**config.mk**
```make
export PLATFORM = sky130hd
export DESIGN_NAME = hazard_unit_flat
export DESIGN_NICKNAME = d
export VERILOG_FILES = /design/src/rtl/hazard_unit_if.sv /design/src/rtl/hazard_unit.sv /design/src/flat_wrapper.sv
export SDC_FILE = /design/constraint.sdc
export NUM_CORES = 1
export LEC_CHECK = 0
export CORE_MARGIN = 2
export CORE_UTILIZATION = 30
export DETAILED_ROUTE_END_ITERATION = 7
export GPL_ROUTABILITY_DRIVEN = 0
export HOLD_SLACK_MARGIN = 0.05
export PLACE_DENSITY_LB_ADDON = 0.1
export SYNTH_ARGS = -nofsm -noshare
export SYNTH_HDL_FRONTEND = slang
export SYNTH_SLANG_ARGS = --single-unit
export TNS_END_PERCENT = 10
```
**constraint.sdc**
```tcl
create_clock -name clk -period 1.8 [get_ports clk]
set_input_delay 0.27 -clock clk [delete_from_list [all_inputs] [get_ports clk]]
set_output_delay 0.27 -clock clk [all_outputs]
set_load 0.02 [all_outputs]
```
**src/rtl/hazard_unit_if.sv**
```systemverilog
// Bundle between the pipeline control path and hazard_unit.
//   master : pipeline side. It drives the ID/EX/MEM/WB status and samples the requests.
//   slave  : hazard_unit. It samples the status and drives stall, flush, fwd_a/b and md_busy/md_abort.
interface hazard_unit_if #(
  parameter int unsigned REG_W = 5
);
  // ID stage
  logic             id_valid;
  logic [REG_W-1:0] id_rs;
  logic [REG_W-1:0] id_rt;
  logic             id_use_rs;
  logic             id_use_rt;
  logic             id_is_md;
  // EX stage
  logic             ex_valid;
  logic [REG_W-1:0] ex_rs;
  logic [REG_W-1:0] ex_rt;
  logic [REG_W-1:0] ex_rd;
  logic             ex_reg_write;
  logic             ex_mem_read;
  logic             ex_md_start;
  logic             ex_mispredict;
  // MEM / WB writeback info
  logic             mem_valid;
  logic             mem_reg_write;
  logic [REG_W-1:0] mem_rd;
  logic             wb_valid;
  logic             wb_reg_write;
  logic [REG_W-1:0] wb_rd;
  logic             mem_exception;
  // Requests back to the pipeline
  logic [4:0]       stall;
  logic [4:0]       flush;
  logic [1:0]       fwd_a;
  logic [1:0]       fwd_b;
  logic             md_busy;
  logic             md_abort;

  modport master (
    output id_valid, id_rs, id_rt, id_use_rs, id_use_rt, id_is_md,
    output ex_valid, ex_rs, ex_rt, ex_rd, ex_reg_write, ex_mem_read, ex_md_start, ex_mispredict,
    output mem_valid, mem_reg_write, mem_rd, wb_valid, wb_reg_write, wb_rd, mem_exception,
    input  stall, flush, fwd_a, fwd_b, md_busy, md_abort
  );

  modport slave (
    input  id_valid, id_rs, id_rt, id_use_rs, id_use_rt, id_is_md,
    input  ex_valid, ex_rs, ex_rt, ex_rd, ex_reg_write, ex_mem_read, ex_md_start, ex_mispredict,
    input  mem_valid, mem_reg_write, mem_rd, wb_valid, wb_reg_write, wb_rd, mem_exception,
    output stall, flush, fwd_a, fwd_b, md_busy, md_abort
  );
endinterface

```
**src/rtl/hazard_unit.sv**
```systemverilog
// Hazard detection and forwarding control for the 5-stage pipeline.
// It raises a stall or flush request, with at most one bit set in each vector.
// It selects the EX operand forwarding sources.
// It tracks the occupancy of the multi-cycle mult/div unit.
// Stage bit order in stall/flush: [4]=IF [3]=ID [2]=EX [1]=MEM [0]=WB.
// Ports:
//   clk - clock
//   rst - asynchronous reset, active-low
//   bus - hazard_unit_if.slave
//         stall, flush, fwd_a, fwd_b and md_abort are combinational.
//         md_busy is a decode of the registered mult/div state.
module hazard_unit #(
  parameter int unsigned MD_LAT = 8,
  parameter int unsigned REG_W  = 5
) (
  input  logic          clk,
  input  logic          rst,
  hazard_unit_if.slave  bus
);

  localparam int unsigned CNT_W = (MD_LAT > 1) ? $clog2(MD_LAT) : 1;

  localparam logic [4:0] REQ_NONE = 5'b00000;
  localparam logic [4:0] REQ_ID   = 5'b01000;
  localparam logic [4:0] REQ_MEM  = 5'b00010;

  localparam logic [1:0] FWD_RF  = 2'b00;
  localparam logic [1:0] FWD_MEM = 2'b01;
  localparam logic [1:0] FWD_WB  = 2'b10;

  typedef enum logic {
    MD_IDLE = 1'b0,
    MD_BUSY = 1'b1
  } md_state_e;

  md_state_e        state_q, state_d;
  logic [CNT_W-1:0] md_cnt_q, md_cnt_d;

  logic hz_load_use;
  logic hz_md_wait;
  logic mem_fwd_ok;
  logic wb_fwd_ok;

  // State register: mult/div state and remaining-cycle counter.
  always_ff @(posedge clk or negedge rst) begin
    if (!rst) begin
      state_q  <= MD_IDLE;
      md_cnt_q <= '0;
    end else begin
      state_q  <= state_d;
      md_cnt_q <= md_cnt_d;
    end
  end

  // Next-state logic. An exception in MEM kills the mult/div that is in flight.
  always_comb begin
    state_d  = state_q;
    md_cnt_d = md_cnt_q;
    case (state_q)
      MD_IDLE: begin
        if (bus.ex_valid && bus.ex_md_start && !bus.mem_exception) begin
          state_d  = MD_BUSY;
          md_cnt_d = CNT_W'(MD_LAT - 1);
        end
      end
      MD_BUSY: begin
        if (bus.mem_exception) begin
          state_d  = MD_IDLE;
          md_cnt_d = '0;
        end else if (md_cnt_q == '0) begin
          state_d  = MD_IDLE;
        end else begin
          md_cnt_d = md_cnt_q - CNT_W'(1);
        end
      end
      default: begin
        state_d  = MD_IDLE;
        md_cnt_d = '0;
      end
    endcase
  end

  // Output logic: hazard priority, forwarding selects, mult/div status.
  always_comb begin
    bus.stall    = REQ_NONE;
    bus.flush    = REQ_NONE;
    bus.fwd_a    = FWD_RF;
    bus.fwd_b    = FWD_RF;
    bus.md_busy  = (state_q == MD_BUSY);
    bus.md_abort = (state_q == MD_BUSY) && bus.mem_exception;

    // A load result is not available in time for an ID consumer. Register 0 is exempt.
    hz_load_use = bus.id_valid && bus.ex_valid && bus.ex_mem_read && bus.ex_reg_write &&
                  (bus.ex_rd != '0) &&
                  ((bus.id_use_rs && (bus.id_rs == bus.ex_rd)) ||
                   (bus.id_use_rt && (bus.id_rt == bus.ex_rd)));
    // A HI/LO user waits while the unit is busy, or while a mult/div is issuing this cycle.
    hz_md_wait  = bus.id_valid && bus.id_is_md &&
                  ((state_q == MD_BUSY) || (bus.ex_valid && bus.ex_md_start));

    if (bus.mem_exception) begin
      bus.flush = REQ_MEM;
    end else if (bus.ex_mispredict) begin
      bus.flush = REQ_ID;
    end else if (hz_load_use || hz_md_wait) begin
      bus.stall = REQ_ID;
    end

    // The younger result (MEM) wins over WB.
    mem_fwd_ok = bus.mem_valid && bus.mem_reg_write && (bus.mem_rd != '0);
    wb_fwd_ok  = bus.wb_valid && bus.wb_reg_write && (bus.wb_rd != '0);

    if (mem_fwd_ok && (bus.mem_rd == bus.ex_rs)) begin
      bus.fwd_a = FWD_MEM;
    end else if (wb_fwd_ok && (bus.wb_rd == bus.ex_rs)) begin
      bus.fwd_a = FWD_WB;
    end

    if (mem_fwd_ok && (bus.mem_rd == bus.ex_rt)) begin
      bus.fwd_b = FWD_MEM;
    end else if (wb_fwd_ok && (bus.wb_rd == bus.ex_rt)) begin
      bus.fwd_b = FWD_WB;
    end
  end

endmodule

```
**src/flat_wrapper.sv**
```systemverilog
// flat-port wrapper written by rule: the top's interface ports become plain ports
module hazard_unit_flat 
#(
  parameter int unsigned MD_LAT = 8,
  parameter int unsigned REG_W  = 5
)
  (clk, rst, bus_id_valid, bus_id_rs, bus_id_rt, bus_id_use_rs, bus_id_use_rt, bus_id_is_md, bus_ex_valid, bus_ex_rs, bus_ex_rt, bus_ex_rd, bus_ex_reg_write, bus_ex_mem_read, bus_ex_md_start, bus_ex_mispredict, bus_mem_valid, bus_mem_reg_write, bus_mem_rd, bus_wb_valid, bus_wb_reg_write, bus_wb_rd, bus_mem_exception, bus_stall, bus_flush, bus_fwd_a, bus_fwd_b, bus_md_busy, bus_md_abort);
  hazard_unit_if #(.REG_W(REG_W)) bus_i ();
  input  logic clk;
  input  logic rst;
  input wire logic [$bits(bus_i.id_valid)-1:0] bus_id_valid;
  input wire logic [$bits(bus_i.id_rs)-1:0] bus_id_rs;
  input wire logic [$bits(bus_i.id_rt)-1:0] bus_id_rt;
  input wire logic [$bits(bus_i.id_use_rs)-1:0] bus_id_use_rs;
  input wire logic [$bits(bus_i.id_use_rt)-1:0] bus_id_use_rt;
  input wire logic [$bits(bus_i.id_is_md)-1:0] bus_id_is_md;
  input wire logic [$bits(bus_i.ex_valid)-1:0] bus_ex_valid;
  input wire logic [$bits(bus_i.ex_rs)-1:0] bus_ex_rs;
  input wire logic [$bits(bus_i.ex_rt)-1:0] bus_ex_rt;
  input wire logic [$bits(bus_i.ex_rd)-1:0] bus_ex_rd;
  input wire logic [$bits(bus_i.ex_reg_write)-1:0] bus_ex_reg_write;
  input wire logic [$bits(bus_i.ex_mem_read)-1:0] bus_ex_mem_read;
  input wire logic [$bits(bus_i.ex_md_start)-1:0] bus_ex_md_start;
  input wire logic [$bits(bus_i.ex_mispredict)-1:0] bus_ex_mispredict;
  input wire logic [$bits(bus_i.mem_valid)-1:0] bus_mem_valid;
  input wire logic [$bits(bus_i.mem_reg_write)-1:0] bus_mem_reg_write;
  input wire logic [$bits(bus_i.mem_rd)-1:0] bus_mem_rd;
  input wire logic [$bits(bus_i.wb_valid)-1:0] bus_wb_valid;
  input wire logic [$bits(bus_i.wb_reg_write)-1:0] bus_wb_reg_write;
  input wire logic [$bits(bus_i.wb_rd)-1:0] bus_wb_rd;
  input wire logic [$bits(bus_i.mem_exception)-1:0] bus_mem_exception;
  output wire logic [$bits(bus_i.stall)-1:0] bus_stall;
  output wire logic [$bits(bus_i.flush)-1:0] bus_flush;
  output wire logic [$bits(bus_i.fwd_a)-1:0] bus_fwd_a;
  output wire logic [$bits(bus_i.fwd_b)-1:0] bus_fwd_b;
  output wire logic [$bits(bus_i.md_busy)-1:0] bus_md_busy;
  output wire logic [$bits(bus_i.md_abort)-1:0] bus_md_abort;
  assign bus_i.id_valid = bus_id_valid;
  assign bus_i.id_rs = bus_id_rs;
  assign bus_i.id_rt = bus_id_rt;
  assign bus_i.id_use_rs = bus_id_use_rs;
  assign bus_i.id_use_rt = bus_id_use_rt;
  assign bus_i.id_is_md = bus_id_is_md;
  assign bus_i.ex_valid = bus_ex_valid;
  assign bus_i.ex_rs = bus_ex_rs;
  assign bus_i.ex_rt = bus_ex_rt;
  assign bus_i.ex_rd = bus_ex_rd;
  assign bus_i.ex_reg_write = bus_ex_reg_write;
  assign bus_i.ex_mem_read = bus_ex_mem_read;
  assign bus_i.ex_md_start = bus_ex_md_start;
  assign bus_i.ex_mispredict = bus_ex_mispredict;
  assign bus_i.mem_valid = bus_mem_valid;
  assign bus_i.mem_reg_write = bus_mem_reg_write;
  assign bus_i.mem_rd = bus_mem_rd;
  assign bus_i.wb_valid = bus_wb_valid;
  assign bus_i.wb_reg_write = bus_wb_reg_write;
  assign bus_i.wb_rd = bus_wb_rd;
  assign bus_i.mem_exception = bus_mem_exception;
  assign bus_stall = bus_i.stall;
  assign bus_flush = bus_i.flush;
  assign bus_fwd_a = bus_i.fwd_a;
  assign bus_fwd_b = bus_i.fwd_b;
  assign bus_md_busy = bus_i.md_busy;
  assign bus_md_abort = bus_i.md_abort;
  hazard_unit #(.MD_LAT(MD_LAT), .REG_W(REG_W)) u_core (.clk(clk), .rst(rst), .bus(bus_i));
endmodule
```
Word-level counts from Yosys, hierarchy flattened

Index checks and enable logic that the tools add are counted.

Bits in latches: 0
Memory bits (writable): 0
Input port bits: 51
Output and inout bits: 16
Logic and storage cells: 58
Memory bits (read-only): 0
Flip-flop bits (word level): 4
Memories kept: 0

Div/mod/pow operators: 0
Bitwise gates (word level): 1
$lt $le $gt $ge: 0
Multiplexer cells: 17
Reductions and logical operators: 29
Add/sub/neg operators: 1
Equality and inequality tests: 8
Multiply operators: 0
Shift operators: 0

Operator list:

| operator                                              | count |
|---|---|
| == test 5 bit                                         | 6 |
| logical AND 1 bit                                     | 20 |
| two-way mux 4 bit                                     | 5 |
| nonzero test 5 bit                                    | 3 |
| two-way mux 3 bit                                     | 3 |
| two-way mux 2 bit                                     | 4 |
| one-hot mux 3 bit (2 select lines)                    | 1 |
| zero test 3 bit                                       | 1 |
| logical OR 1 bit                                      | 3 |
| two-way mux 1 bit                                     | 3 |
| inequality test 3 bit, second input constant          | 1 |
| subtractor 3 x 1 -> 3 bit, second input constant      | 1 |
| inequality test 2 x 1 -> 1 bit, second input constant | 1 |
| one-hot mux 1 bit (2 select lines)                    | 1 |
| AND reduction 2 bit                                   | 1 |
| zero test 1 bit                                       | 1 |
| inverter 1 bit                                        | 1 |

Longest topological paths before layout

Gate-level depths: netlist (run 1).

Depth after elaboration: 9
Mapped depth: 6

Least setup slack after synthesis (run 1)

OpenSTA, ideal clock, no wires.

Path type: input to output
Start: input port bus_mem_rd[0]
End: output port bus_fwd_a[1]
Path buffers: 0
Arrival time: 1.653 ns
Stages: 4
Path slack: -0.123 ns
Cells stage by stage: or4_1 > o211ai_2 > nor4_1 > nor4_2

Longest elaborated chain between the ends: 4

Ends and longest elaborated chain:

| item                | RTL line           | source |
|---|---|---|
| start: declaration  | flat_wrapper.sv:27 | `input wire logic [$bits(bus_i.mem_rd)-1:0] bus_mem_rd;` |
| nonzero test 5 bit  | hazard_unit.sv:110 | `mem_fwd_ok = bus.mem_valid && bus.mem_reg_write && (bus.mem_rd != '0);` |
| logical AND 1 bit   | hazard_unit.sv:110 |  |
| logical AND 1 bit * | hazard_unit.sv:113 | `if (mem_fwd_ok && (bus.mem_rd == bus.ex_rs)) begin` |
| two-way mux 2 bit * | hazard_unit.sv:113 |  |
| end: declaration    | flat_wrapper.sv:34 | `output wire logic [$bits(bus_i.fwd_a)-1:0] bus_fwd_a;` |

Mark *: on every way between the ends. The rest lies on a longest branch, timed or not.

Final worst setup path (run 1)

Start: input port bus_mem_rd[3]
End: output port bus_fwd_b[1]

Longest elaborated chain between the ends: 4

Ends and longest elaborated chain:

| item                | RTL line           | source |
|---|---|---|
| nonzero test 5 bit  | hazard_unit.sv:110 |  |
| logical AND 1 bit   | hazard_unit.sv:110 |  |
| logical AND 1 bit * | hazard_unit.sv:119 | `if (mem_fwd_ok && (bus.mem_rd == bus.ex_rt)) begin` |
| two-way mux 2 bit * | hazard_unit.sv:119 |  |
| end: declaration    | flat_wrapper.sv:35 | `output wire logic [$bits(bus_i.fwd_b)-1:0] bus_fwd_b;` |

Marks and branches as above.

==> results of run 1 <==
-- cells by family (layout without fill, tap and decap cells) --
family,after synthesis,after routing,synth area share [%]
flip-flops,4,4,13.7
adder cells (fa/ha/maj),2,2,3.43
AO/OA/AOI/OAI,14,14,13.2
other,1,7,0.514
AND/OR/NAND/NOR,26,26,22.8
buffers and inverters,12,92,10.3
XOR/XNOR,30,30,36.0
-- metrics by stage --
| stage | utilization, % | instances | setup slack [ns] |
|---|---|---|---|
| after floorplan | - | 95 | -0.123 |
| after global placement | 66.1 | 197 | -0.944 |
| after detailed placement | 66.1 | 197 | -0.953 |
| after CTS | 67.3 | 201 | -0.146 |
| after global routing | 68.6 | 203 | -0.127 |
| final | 68.6 | 203 | -0.0783 |
-- area by class of cell --
class                           instances  area, um^2  area share, %
Clock buffer                            3        22.5           1.46
Sequential cell                         4         100           6.47
Multi-Input combinational cell         79         642           41.5
Tap cell                               28        35.0           2.27
Inverter                                4        15.0          0.971
Timing Repair Buffer                   85         732           47.3
-- layer usage --
metal,GRT usage [%],share of wire (%),routed length [um],vias up
met1,17.9,34,862,422
met4,4.27,0.48,12,0
met3,6.50,11,281,2
met5,0,0,0,-
met2,34.6,54,1370,53
li1,-,-,-,476
-- timing repair --
action / 4_1_cts / 5_1_grt
pin swaps: 15 / 11
gates resized for setup: 89 / 23
buffers inserted: 1 / 2
hold endpoints to repair: 0 / 0
setup endpoints to repair: 7 / 6
-- cell usage in the layout (no fill, tap or decap), types with 5 or more instances in the layout --
master,n
xnor2_1,8
xor2_1,22
clkdlybuf4s50_1,21
buf_4,27
buf_2,5
clkbuf_2,6
buf_6,5
dlygate4sd2_1,11
clkdlybuf4s15_1,5
conb_1,7
nand2_1,5
-- sequential cells by signal, summed over array words and instances (netlist names) --
| register | cells |
|---|---|
| u_core.md_cnt_q | 3 |
| u_core.bus.md_busy | 1 |
-- how the worst min path moves through the flow --
stage	from	endpoint	cells past startpoint
floorplan	rst	u_core.bus.md_busy$_DFF_PN0_	0
global placement	u_core.md_cnt_q[2]$_DFFE_PN0P_	u_core.md_cnt_q[2]$_DFFE_PN0P_	1
detailed placement	rst	u_core.bus.md_busy$_DFF_PN0_	1
CTS	rst	u_core.md_cnt_q[2]$_DFFE_PN0P_	1
global route	rst	u_core.md_cnt_q[2]$_DFFE_PN0P_	1
finish	rst	u_core.bus.md_busy$_DFF_PN0_	1
-- where the power goes --
group,internal (mW),switching (mW),leakage (nW)
sequential,0.114,0.0168,0.0485
clock,0.0744,0.0352,0.0138
combinational,0.198,0.166,0.674
-- worst reg2reg max path, stage by stage, from the launching register on --
cell and delay (ns):
dfrtp_1 0.36, inv_1 0.07, ha_1 0.22, nand2_1 0.09
nand2_1 0.07, o21a_1 0.17, o21ai_0 0.14
==> results.md, run 1 <==
- Ys Warns: 0
- Post-synth top flop: dfrtp_1
- CP max-delay cell: or4_4
- Cts hold-fix bufs: 0
- DP HPWL: 2070 um
- CP Launch Type: input pin
- Fill cells: 196
- H-tree level count: 1
- Residual DRC: 0
- Critical path startpoint: bus_mem_rd[3]
- Antenna diodes: 0
- Total grt overflow: 0
- CP top delay family: simple AND/OR/NAND/NOR gates
- Fmax: 532 MHz
- Initial antenna violation count: 0
- Top cell type's share of synthesized area: 26.4%
- Max Cap Viol: 0
- CTS root buf: clkbuf_4
- RSZ-0062 raised after global routing: yes
- Synthesized cell area: 729 um^2
- Leading area contributor after synthesis: xor2_1
- Power per Cell Area: 391 mW/mm^2
- CTS buffer count: 3
- FFs w/ async S/R, synth: 100%
- CTS tree: yes
- Largest net degree at the start of global routing: 10
- Fin crit share: 104%
- Clk sinks: 4
- Proportion of layout cells with a drive suffix above 1: 32.0%
- Layout Skew: 0.00461 ns
- Chip width: 53.3 um
- Final Hold Fails: 0
- Die area: 0.00284 mm^2
- Vias in the first global route: 937
- Die height: 53.3 um
- Hold crit path type: in -> async
- Antenna Nets Post-Route: 0
- Worst EP arrival: 1.61 ns
- Worst R2R Path Depth: 6
- Max-slew violation count: 0
- Total power: 605 uW
- Pre-antenna DRT Iters: 4
- Worst reg2reg endpoint: u_core.md_cnt_q[1]$_DFFE_PN0P_
- Top cells by area, synth: xor2_1 (26%), dfrtp_1 (14%), xnor2_1 (9.6%)
- Stages on worst setup path: 6
- Crit path cell chain: buf_6 > or4_4 > o211ai_4 > nor4_4 > nor4_2 > buf_4
- Post-synth EDFFs: 0
- Status: finished with violations
- Setup TNS: -0.249 ns
- Mean number of vias per cell: 4.69
- Nets: 230
- Critical Path RT: 1.53 ns
- Worst path max stage delay: 0.53 ns
- CORE AREA: 0.00225 mm^2
- Post-Syn Instances: 89
- Seq cells post-synth: 4
- Top-Level Pins: 67
- Area growth from synthesis to layout: 112%
- Port bufs: 59
- Unique cell type count in the Yosys netlist: 28
- Crit Path Class: in -> out
- Via count: 953
- Setup violations, final: 5
- Worst setup margin: -0.0783 ns
- Min Hold Slack: 0.232 ns
- Global Route Usage Sum: 18.0%
- Clk_lat worst skew: 0.24 ns
- # rows: 17
- Most frequent cells after synthesis: xor2_1 (22), buf_4 (8), xnor2_1 (8), nand2_1 (5), or4_1 (5)
- Sequential element share of the synthesized area: 13.7%
- Top-count cell post-synth: xor2_1
- Failing checks: setup timing
- CP bufs+invs: 2
- Crit. End Element: output pin
- R2R Setup Slk: 0.60 ns
- Mean Syn Cell Area: 8.20 um^2
- Reg2reg start: u_core.md_cnt_q[0]$_DFFE_PN0P_
- CP Capture Point: bus_fwd_b[1]
- DRT Wirelength: 2520 um
- Period minus WS final: 1.88 ns
- Starting Density: 32.4%
- Iteration-0 DRC Markers: 6
- Pleak: 0.736 nW
- Clock buffer depth: 2
- Max VDD drop: 0.613 mV
- Clock slew at reported path FFs: 0.04 ns
- First-pass GRT wire length: 3740 um
- Crit Path Max Fanout: 2
- WL/cell: 12.4 um
- Finished Cell Area: 0.00155 mm^2
- Area after DPL: 0.00149 mm^2
No activity file was read; power rests on OpenSTA's default activity.
==> inputs of run 2 (changes only) <==
--- a/config.mk
+++ b/config.mk
@@ -7,6 +7,7 @@
 export LEC_CHECK = 0
 export CORE_MARGIN = 2
 export CORE_UTILIZATION = 30
+export CTS_BUF_LIST = sky130_fd_sc_hd__clkbuf_16
 export DETAILED_ROUTE_END_ITERATION = 7
 export GPL_ROUTABILITY_DRIVEN = 0
 export HOLD_SLACK_MARGIN = 0.05
==> constraint.sdc (replaced) <==
create_clock -name clk -period 1.8 [get_ports clk]
set_input_delay 0.27 -clock clk [delete_from_list [all_inputs] [get_ports clk]]
set_output_delay 0.27 -clock clk [all_outputs]
set_load 0.005 [all_outputs]
==> run 2 against run 1 <==
  * The flow still finishes with violations (setup timing)
  * First-iteration DRC count grew 83%
  * Worst hold slack gained 0.016 ns
  * Global-route usage grew 1.3 points
  * Sequential share of layout area shrank 0.098 points
  * Clock skew shrank 0.0022 ns
  * Cell area grew 1.5%
  * Worst setup slack gained 0.034 ns
  * Clock power grew to 3.1 times the previous value
  * Highest routed layer unchanged
  * Via count shrank 4.5%
==> results.md, run 2 (synthesis gave the netlist of run 1 again) <==
- Reg2reg start: u_core.md_cnt_q[0]$_DFFE_PN0P_ (unchanged)
- Total grt overflow: 0 (unchanged)
- Crit Path Class: in -> out (unchanged)
- Antenna diodes: 0 (unchanged)
- Area growth from synthesis to layout: 115% (was 112%)
- DRT Wirelength: 2590 um (was 2520 um)
- Cts hold-fix bufs: 0 (unchanged)
- R2R Setup Slk: 0.57 ns (was 0.60 ns)
- Die area: 0.00284 mm^2 (unchanged)
- Worst EP arrival: 1.57 ns (was 1.61 ns)
- Clock slew at reported path FFs: 0.03 ns (was 0.04 ns)
- Period minus WS final: 1.84 ns (was 1.88 ns)
- Inst Count DP: 193 (was 197)
- CTS root buf: clkbuf_16 (was clkbuf_4)
- Iteration-0 DRC Markers: 11 (was 6)
- Top-Level Pins: 67 (unchanged)
- Pleak: 0.708 nW (was 0.736 nW)
- Finished Layout Cells: 198 (was 203)
- Clock buffer depth: 2 (unchanged)
- WL/cell: 13.1 um (was 12.4 um)
- Most common cell after layout, fill and taps aside: xor2_1 (was buf_4)
- Setup violations, final: 3 (was 5)
- Failing checks: setup timing (unchanged)
- Final Util: 69.6% (was 68.6%)
- CP Launch Type: input pin (unchanged)
- Fmax: 542 MHz (was 532 MHz)
- Starting Density: 32.4% (unchanged)
- Max reg flops: 3 (unchanged)
- First-pass GRT wire length: 3950 um (was 3740 um)
- Worst setup margin: -0.0439 ns (was -0.0783 ns)
- RSZ-0062 raised after global routing: yes (unchanged)
- Biggest register: u_core.md_cnt_q (unchanged)
- Initial antenna violation count: 0 (unchanged)
- Final Hold Fails: 0 (unchanged)
- Crit Path Max Fanout: 2 (unchanged)
- Status: finished with violations (unchanged)
- Antenna Nets Post-Route: 0 (unchanged)
- Nets: 225 (was 230)
- Crit. End Element: output pin (unchanged)
- Worst R2R Path Depth: 6 (unchanged)
- Max-slew violation count: 0 (unchanged)
- CTS tree: yes (unchanged)
- Via count: 910 (was 953)
- Vias in the first global route: 913 (was 937)
- # rows: 17 (unchanged)
- Port bufs: 59 (unchanged)
- Layout Skew: 0.00241 ns (was 0.00461 ns)
- H-tree level count: 1 (unchanged)
- Fin crit share: 102% (was 104%)
- Proportion of layout cells with a drive suffix above 1: 29.4% (was 32.0%)
- Most frequent cells in the layout: xor2_1 (22), clkdlybuf4s50_1 (21), buf_4 (18), dlygate4sd2_1 (14), buf_2 (10) (was buf_4 (27), xor2_1 (22), clkdlybuf4s50_1 (21), dlygate4sd2_1 (11), xnor2_1 (8))
- Clk sinks: 4 (unchanged)
- Min Hold Slack: 0.247 ns (was 0.232 ns)
- Die height: 53.3 um (unchanged)
- Clk_lat worst skew: 0.22 ns (was 0.24 ns)
- CTS buffer count: 3 (unchanged)
- Chip width: 53.3 um (unchanged)
- Max Cap Viol: 0 (unchanged)
- Hold crit path type: in -> async (unchanged)
- Max VDD drop: 0.476 mV (was 0.613 mV)
- Power per Cell Area: 522 mW/mm^2 (was 391 mW/mm^2)
- Pre-antenna DRT Iters: 4 (unchanged)
- Setup TNS: -0.0815 ns (was -0.249 ns)
- Mean number of vias per cell: 4.60 (was 4.69)
- Critical Path RT: 1.53 ns (about the same)
- Worst reg2reg endpoint: u_core.md_cnt_q[0]$_DFFE_PN0P_ (was u_core.md_cnt_q[1]$_DFFE_PN0P_)
- Residual DRC: 0 (unchanged)
- DP HPWL: 2190 um (was 2070 um)
- CORE AREA: 0.00225 mm^2 (unchanged)
- Global Route Usage Sum: 19.3% (was 18.0%)
- Largest net degree at the start of global routing: 10 (unchanged)
==> run 2: where the power goes <==
part           total (mW)  internal (mW)  switching (mW)  leakage (nW)
Sequential          0.134          0.114          0.0196        0.0485
Combinational       0.344          0.193           0.150         0.623
Clock               0.342          0.283          0.0584        0.0370
==> run 2: worst max path at each step <==
stage | from | end | depth (start not counted)
floorplan | bus_mem_rd[0] | bus_fwd_a[1] | 4
global placement | bus_mem_rd[0] | bus_fwd_b[1] | 6
detailed placement | bus_mem_rd[0] | bus_fwd_b[1] | 6
CTS | bus_wb_rd[0] | bus_fwd_b[1] | 6
global route | bus_mem_rd[0] | bus_fwd_b[1] | 7
finish | bus_mem_rd[3] | bus_fwd_b[1] | 7
==> run 2: final cells by class <==
class / count / area [um^2]
timing repair buffer: 80 / 703
multi-input combinational: 79 / 642
tap: 28 / 35.0
fill: 186 / 684
sequential: 4 / 100
clock buffer: 3 / 75.1
inverter: 4 / 15.0
==> run 2: worst max-delay path, cell delays in order <==
cell and delay, ns:
buf_2 0.11, or4_4 0.52, o211ai_4 0.21, buf_4 0.16, nor4_4 0.04, nor4_4 0.11
buf_2 0.14
==> run 2: metal layers <==
metal / GRT usage, % / wire [um]
met4: 8.55 / 28
met1: 21.0 / 1040
met3: 3.95 / 199
met5: 0 / 0
met2: 35.2 / 1320
==> run 2: timing repair <==
action | 4_1_cts | 5_1_grt
resized for setup | 103 | 4
setup buffers | 2 | 0
pin swaps | 14 | 3
setup endpoints to repair | 5 | 7
==> run 2: through the flow <==
stage	area, um^2	total power, mW	setup slack [ns]
2_1_floorplan	752	0.272	0.184
3_3_place_gp	1460	0.461	-0.750
3_5_place_dp	1460	0.472	-0.839
4_1_cts	1550	0.816	-0.0468
5_1_grt	1570	0.867	-0.0902
6_report	1570	0.819	-0.0439
